## src/rtl/div_seq_if.sv

```systemverilog
// Request/response bundle between the EX stage (master) and the sequential divider (slave).
// Latency: none; wires only.
// Backpressure: the master holds start_i high until ready_o, then drops it.
interface div_seq_if #(
    parameter int DATA_W = 32
);
    logic                signed_i;
    logic [DATA_W-1:0]   opdata1_i;
    logic [DATA_W-1:0]   opdata2_i;
    logic                start_i;
    logic                annul_i;
    logic [2*DATA_W-1:0] result_o;
    logic                ready_o;

    modport master (
        output signed_i, opdata1_i, opdata2_i, start_i, annul_i,
        input  result_o, ready_o
    );

    modport slave (
        input  signed_i, opdata1_i, opdata2_i, start_i, annul_i,
        output result_o, ready_o
    );
endinterface

```

## src/rtl/div_seq.sv

```systemverilog
// Sequential restoring divider for DIV/DIVU returning {remainder, quotient}; DIV_ANNUL_EN enables annul_i.
// Latency: ready_o 33 cycles after the IDLE cycle that samples start_i (2 cycles for a zero divisor).
// Backpressure: result and ready_o held in END while start_i stays high; start_i low returns to IDLE.
module div_seq #(
    parameter int DATA_W = 32,
    parameter int CNT_W  = 6
) (
    input  logic     cpu_clk,
    input  logic     cpu_rst_n,
    div_seq_if.slave div_if
);
    typedef enum logic [1:0] {
        S_IDLE    = 2'd0,
        S_DIVZERO = 2'd1,
        S_ON      = 2'd2,
        S_END     = 2'd3
    } state_t;

    localparam logic [CNT_W-1:0] CNT_LAST = CNT_W'(DATA_W - 1);

    state_t              state_q, state_d;
    logic [CNT_W-1:0]    cnt_q, cnt_d;
    logic [DATA_W-1:0]   dvd_q, dvd_d;
    logic [DATA_W-1:0]   dvs_q, dvs_d;
    logic [DATA_W-1:0]   rem_q, rem_d;
    logic [DATA_W-1:0]   quot_q, quot_d;
    logic                neg_quot_q, neg_quot_d;
    logic                neg_rem_q, neg_rem_d;
    logic [2*DATA_W-1:0] result_q, result_d;
    logic                ready_q, ready_d;

    logic annul;
`ifdef DIV_ANNUL_EN
    assign annul = div_if.annul_i;
`else
    logic annul_unused;
    assign annul_unused = div_if.annul_i;
    assign annul        = 1'b0;
`endif

    // Operand magnitudes; the most negative value maps onto itself, which is
    // still the correct unsigned magnitude.
    logic              op1_neg, op2_neg;
    logic [DATA_W-1:0] op1_mag, op2_mag;

    always_comb begin
        op1_neg = div_if.signed_i & div_if.opdata1_i[DATA_W-1];
        op2_neg = div_if.signed_i & div_if.opdata2_i[DATA_W-1];
        op1_mag = op1_neg ? -div_if.opdata1_i : div_if.opdata1_i;
        op2_mag = op2_neg ? -div_if.opdata2_i : div_if.opdata2_i;
    end

    // One restoring step over the (DATA_W+1)-bit working remainder.
    logic [DATA_W:0]   rem_s, diff;
    logic              q_bit;
    logic [DATA_W-1:0] rem_nxt, quot_nxt, rem_fix, quot_fix;

    always_comb begin
        rem_s    = {rem_q, dvd_q[DATA_W-1]};
        diff     = rem_s - {1'b0, dvs_q};
        q_bit    = ~diff[DATA_W];
        rem_nxt  = q_bit ? diff[DATA_W-1:0] : rem_s[DATA_W-1:0];
        quot_nxt = {quot_q[DATA_W-2:0], q_bit};
        quot_fix = neg_quot_q ? -quot_nxt : quot_nxt;
        rem_fix  = neg_rem_q  ? -rem_nxt  : rem_nxt;
    end

    always_ff @(posedge cpu_clk or negedge cpu_rst_n) begin
        if (!cpu_rst_n) begin
            state_q <= S_IDLE;
        end else begin
            state_q <= state_d;
        end
    end

    always_comb begin
        state_d    = state_q;
        cnt_d      = cnt_q;
        dvd_d      = dvd_q;
        dvs_d      = dvs_q;
        rem_d      = rem_q;
        quot_d     = quot_q;
        neg_quot_d = neg_quot_q;
        neg_rem_d  = neg_rem_q;
        result_d   = result_q;
        ready_d    = ready_q;

        case (state_q)
            S_IDLE: begin
                ready_d  = 1'b0;
                result_d = '0;
                if (div_if.start_i && !annul) begin
                    if (div_if.opdata2_i == '0) begin
                        state_d = S_DIVZERO;
                    end else begin
                        dvd_d      = op1_mag;
                        dvs_d      = op2_mag;
                        rem_d      = '0;
                        quot_d     = '0;
                        cnt_d      = '0;
                        neg_quot_d = op1_neg ^ op2_neg;
                        neg_rem_d  = op1_neg;
                        state_d    = S_ON;
                    end
                end
            end

            S_DIVZERO: begin
                if (annul) begin
                    state_d = S_IDLE;
                end else begin
                    result_d = '0;
                    ready_d  = 1'b1;
                    state_d  = S_END;
                end
            end

            S_ON: begin
                if (annul) begin
                    ready_d  = 1'b0;
                    result_d = '0;
                    cnt_d    = '0;
                    state_d  = S_IDLE;
                end else begin
                    dvd_d  = dvd_q << 1;
                    rem_d  = rem_nxt;
                    quot_d = quot_nxt;
                    cnt_d  = cnt_q + CNT_W'(1);
                    if (cnt_q == CNT_LAST) begin
                        result_d = {rem_fix, quot_fix};
                        ready_d  = 1'b1;
                        state_d  = S_END;
                    end
                end
            end

            S_END: begin
                if (!div_if.start_i) begin
                    ready_d  = 1'b0;
                    result_d = '0;
                    state_d  = S_IDLE;
                end
            end

            default: begin
                ready_d  = 1'b0;
                result_d = '0;
                state_d  = S_IDLE;
            end
        endcase
    end

    always_ff @(posedge cpu_clk or negedge cpu_rst_n) begin
        if (!cpu_rst_n) begin
            cnt_q      <= '0;
            dvd_q      <= '0;
            dvs_q      <= '0;
            rem_q      <= '0;
            quot_q     <= '0;
            neg_quot_q <= 1'b0;
            neg_rem_q  <= 1'b0;
            result_q   <= '0;
            ready_q    <= 1'b0;
        end else begin
            cnt_q      <= cnt_d;
            dvd_q      <= dvd_d;
            dvs_q      <= dvs_d;
            rem_q      <= rem_d;
            quot_q     <= quot_d;
            neg_quot_q <= neg_quot_d;
            neg_rem_q  <= neg_rem_d;
            result_q   <= result_d;
            ready_q    <= ready_d;
        end
    end

    assign div_if.result_o = result_q;
    assign div_if.ready_o  = ready_q;
endmodule
```

## src/flat_wrapper.sv

```systemverilog
// flat-port wrapper written by rule: the top's interface ports become plain ports
module div_seq_flat 
#(
    parameter int DATA_W = 32,
    parameter int CNT_W  = 6
)
  (cpu_clk, cpu_rst_n, div_if_signed_i, div_if_opdata1_i, div_if_opdata2_i, div_if_start_i, div_if_annul_i, div_if_result_o, div_if_ready_o);
  div_seq_if #(.DATA_W(DATA_W)) div_if_i ();
  input  logic cpu_clk;
  input  logic cpu_rst_n;
  input wire logic [$bits(div_if_i.signed_i)-1:0] div_if_signed_i;
  input wire logic [$bits(div_if_i.opdata1_i)-1:0] div_if_opdata1_i;
  input wire logic [$bits(div_if_i.opdata2_i)-1:0] div_if_opdata2_i;
  input wire logic [$bits(div_if_i.start_i)-1:0] div_if_start_i;
  input wire logic [$bits(div_if_i.annul_i)-1:0] div_if_annul_i;
  output wire logic [$bits(div_if_i.result_o)-1:0] div_if_result_o;
  output wire logic [$bits(div_if_i.ready_o)-1:0] div_if_ready_o;
  assign div_if_i.signed_i = div_if_signed_i;
  assign div_if_i.opdata1_i = div_if_opdata1_i;
  assign div_if_i.opdata2_i = div_if_opdata2_i;
  assign div_if_i.start_i = div_if_start_i;
  assign div_if_i.annul_i = div_if_annul_i;
  assign div_if_result_o = div_if_i.result_o;
  assign div_if_ready_o = div_if_i.ready_o;
  div_seq #(.DATA_W(DATA_W), .CNT_W(CNT_W)) u_core (.cpu_clk(cpu_clk), .cpu_rst_n(cpu_rst_n), .div_if(div_if_i));
endmodule
```

## config.mk

```make
export PLATFORM = sky130hd
export DESIGN_NAME = div_seq_flat
export DESIGN_NICKNAME = d
export VERILOG_FILES = /design/src/rtl/div_seq_if.sv /design/src/rtl/div_seq.sv /design/src/flat_wrapper.sv
export SDC_FILE = /design/constraint.sdc
export NUM_CORES = 1
export LEC_CHECK = 0
export CORE_MARGIN = 5
export CORE_UTILIZATION = 60
export CTS_BUF_LIST = sky130_fd_sc_hd__clkbuf_4 sky130_fd_sc_hd__clkbuf_8
export DETAILED_ROUTE_END_ITERATION = 8
export PLACE_DENSITY = 0.83
export SLEW_MARGIN = 10
export SYNTH_ARGS = -nofsm -noshare
export SYNTH_HDL_FRONTEND = slang
export SYNTH_SLANG_ARGS = --single-unit
```

## constraint.sdc

```tcl
create_clock -name cpu_clk -period 14.2 [get_ports cpu_clk]
set_input_delay 2.84 -clock cpu_clk [delete_from_list [all_inputs] [get_ports cpu_clk]]
set_output_delay 2.84 -clock cpu_clk [all_outputs]
set_load 0.05 [all_outputs]
```

==> impl_metrics.toml <==
[status]
status = "completed"

[synth]
ys_ff_latch = 202
yosysSeqAreaShare_pct = 37.18
synth_top_family_by_area = "compound AO/OA/AOI/OAI gates"
yosys.area_share.simple_pct = 20.59
synth_edf_count = 0
synth_fp_nets = 1784
synth_xor_area_share_pct = 9.148
synth.top_cell.area_share_pct = 37.18
synth_cell_type_count = 97
syn_area_per_cell_um2 = 8.122
synthTopCellsByArea = "dfrtp_1 (37%), nand2_1 (8.4%), o21ai_0 (6.4%)"
synthCells = 1674
synthArstFlopShare_pct = 100.0
synthAdderAreaFrac_pct = 3.828
synthFlopType = "dfrtp_1"
synth_warnings = 0
synth.area.mux_share_pct = 1.822
synth_compound_area_share_pct = 22.68
yosys.area.top_type = "dfrtp_1"
synth_area_mm2 = 0.01360

[detailed_routing]
drc_errors = 0
highest_layer = "met4"
wl_um = 35420
met3WireLength_um = 2994
route.met2.wl_um = 15090
drtIter0Drc = 1136
routed-via-count = 12544
first_pass_iters = 5
viasPerCell = 6.066
antenna_left = 0
wl_per_cell_um = 17.13
drt-met1-wl_um = 16620

[worst_setup_path]
rr_worst_depth = 21
critPathMaxStageDelay_ns = 1.05
required_ns = 14.57
crit_slowest_cell = "nand2_1"
worstPathArrival_ns = 8.20
cp-end-kind = "register"
cp-start-kind = "input port"
crit_cells = 11
path_buf_inv = 1
path_max_fanout = 29
critPathTopFamily = "simple AND/OR/NAND/NOR gates"
path_cells = "clkdlybuf4s50_1 > or4_1 > nor4_1 > nand2_1 > nor3_1 > nand2_1 > nor4_2 > a21o_1 > nand2_1 > nand2_1 > o21ai_0"
path_class = "in2reg"
crit_path_frequent_cell = "nand2_1"

[global_route]
grt-ovfl-total = 0
grt_pass1_wl_um = 59210
antenna_found_initial = 0
grt_max_degree = 113
grt_pass1_vias = 11755
grtUsageTotal_pct = 27.22

[clock_tree]
postCtsHoldBufs = 0
cts_max_level = 2
cts_resized = 0
cts_tree = "done"
post_cts_buffers = 0
clk_latency_ns = 0.54
clock-sinks = 202
root_buffer = "clkbuf_8"
cts_buffers = 35
cts_max_path_buffers = 3
clk_pin_slew_ns = 0.06

[sta]
setup_slack_ns = 6.373
skew_ns = 0.02789
max_freq_mhz = 127.8
hold_viol = 0
maxSlewViolCount = 0
slew_headroom_pct = 19.11
grt_setup_unrepaired = "false"
setup_viol = 0
finalSetupTns_ns = 0
final.period_utilization_pct = 55.12
worst_pin_slew_ns = 1.212
period_needed_ns = 7.827

[place]
pre_cts_ws_ns = 5.920
io_buffers = 132
gp_congestion = 0.9622
hpwl_um = 25600

[power_and_ir_drop]
power_density_mw_per_mm2 = 164.7
peakVddDrop_v = 0.0001309
total_power_uw = 2584
p_leak_uw = 0.006694

[cells_and_area]
syn_to_final_growth_pct = 15.38
drive_above_1_share_pct = 6.674
antenna_cells = 0
num-nets-final = 1868

[floorplan]
dieArea_mm2 = 0.02577
initial_utilization_pct = 60.42
die_h_um = 160.5
core_mm2 = 0.02250
rows = 55
ioPinCount = 134
die_w_um = 160.5

[worst_hold_path]
min_path_type = "reg2reg"
holdPathStages = 2

[run]
drv_cap = 0
==> metrics by stage <==
| stage | area [um^2] | cells | utilization [%] | hold WS [ns] |
|---|---|---|---|---|
| floorplan | 13600 | 1674 | - | 0.4446 |
| CTS | 15690 | 2068 | 69.71 | 0.4794 |
| finish | 15690 | 2068 | 69.71 | 0.4749 |
| detailed placement | 14930 | 2006 | 66.37 | 0.4653 |
| global route | 15690 | 2068 | 69.71 | 0.5092 |
| global placement | 14930 | 2006 | 66.37 | 0.4585 |
==> worst min-delay path, cell delays in order, from the launching register on <==
cell	delay, ns
dfrtp_1	0.34
nand2_1	0.04
o21ai_0	0.06
==> layer usage <==
metal / track usage (%) / up-vias
li1: - / 6068
met1: 41.53 / 5912
met2: 40.29 / 505
met3: 4.645 / 59
met4: 7.118 / 0
met5: 0 / -
==> cells by family after synthesis <==
kind of cell	after synthesis
XOR/XNOR	142
adder cells (fa/ha/maj)	41
AND/OR/NAND/NOR	620
AO/OA/AOI/OAI	495
flip-flops	202
buffers and inverters	150
multiplexers	24
==> synthesized netlist by cell type, drive strengths merged, types with 5 or more instances <==
library cell,instances
xnor2,66
nor3,25
nor4,15
a211oi,11
dfrtp,202
o211ai,9
o21ai,191
nor2b,5
and2,9
nand2,305
nand3,25
a21o,12
clkbuf,68
or3,17
o31a,8
xor2,76
buf,24
and3,7
a21oi,117
o31ai,50
mux2i,21
or4,15
ha,40
nand3b,7
nand2b,9
inv,57
o21a,11
nor2,154
a31oi,10
o41ai,12
o22ai,28
nand4,14
==> flip-flops by register name, indices dropped and copies added, names as in the netlist <==
| name | cells |
|---|---|
| u_core.div_if.ready_o | 1 |
| u_core.neg_quot_q | 1 |
| u_core.state_q | 2 |
| u_core.dvd_q | 32 |
| u_core.rem_q | 32 |
| u_core.cnt_q | 6 |
| u_core.dvs_q | 32 |
| u_core.neg_rem_q | 1 |
| u_core.div_if.result_o | 64 |
| u_core.quot_q | 31 |
==> layout by cell type (no fill, tap or decap), types with 6 or more instances in the layout <==
cell             count
nand4_1             13
nor2_1             152
nand2_1            304
dfrtp_1            202
nand3_1             25
xor2_1              76
o211ai_1             9
o31ai_1             46
o21ai_0            175
ha_1                39
xnor2_1             66
a31oi_1              9
and3_1               6
and2_1               9
or4_1               12
o21ai_1             14
a21oi_1            113
or3_1               14
nand2b_1             9
nand3b_1             7
clkbuf_8            46
o22ai_1             28
clkbuf_4            12
inv_1               56
mux2i_1             21
a21o_1              12
a211oi_1            10
nor4_1              13
o21a_1               9
nor3_1              24
buf_4                8
clkdlybuf4s50_1    131
o41ai_1             10
==> final timing paths <==
| path | from | to | slack (ns) |
|---|---|---|---|
| setup / recovery | div_if_opdata2_i[8] | u_core.rem_q[31] | 6.37 |
| hold / removal | u_core.div_if.result_o[54] | u_core.div_if.result_o[54] | 0.47 |
| setup reg to reg | u_core.dvd_q[31] | u_core.div_if.result_o[56] | 7.55 |
| hold reg to reg | u_core.div_if.result_o[54] | u_core.div_if.result_o[54] | 0.47 |
| max in group asynchronous | cpu_rst_n | u_core.dvd_q[19] | 9.81 |
| min in group asynchronous | cpu_rst_n | u_core.rem_q[7] | 2.32 |
==> power by group <==
part / internal, uW / switching, uW / total, uW
Sequential: 700 / 101 / 801
Combinational: 397 / 824 / 1220
Clock: 318 / 244 / 562
==> cell type report <==
class | instances | area [um^2]
Multi-Input combinational cell | 1322 | 7924
Sequential cell | 202 | 5055
Tap cell | 285 | 356.6
Timing Repair Buffer | 140 | 1385
Fill cell | 1825 | 6817
Clock inverter | 5 | 42.54
Clock buffer | 57 | 709.4
Inverter | 57 | 214.0
Note: power is estimated with default switching activity, not from simulation.
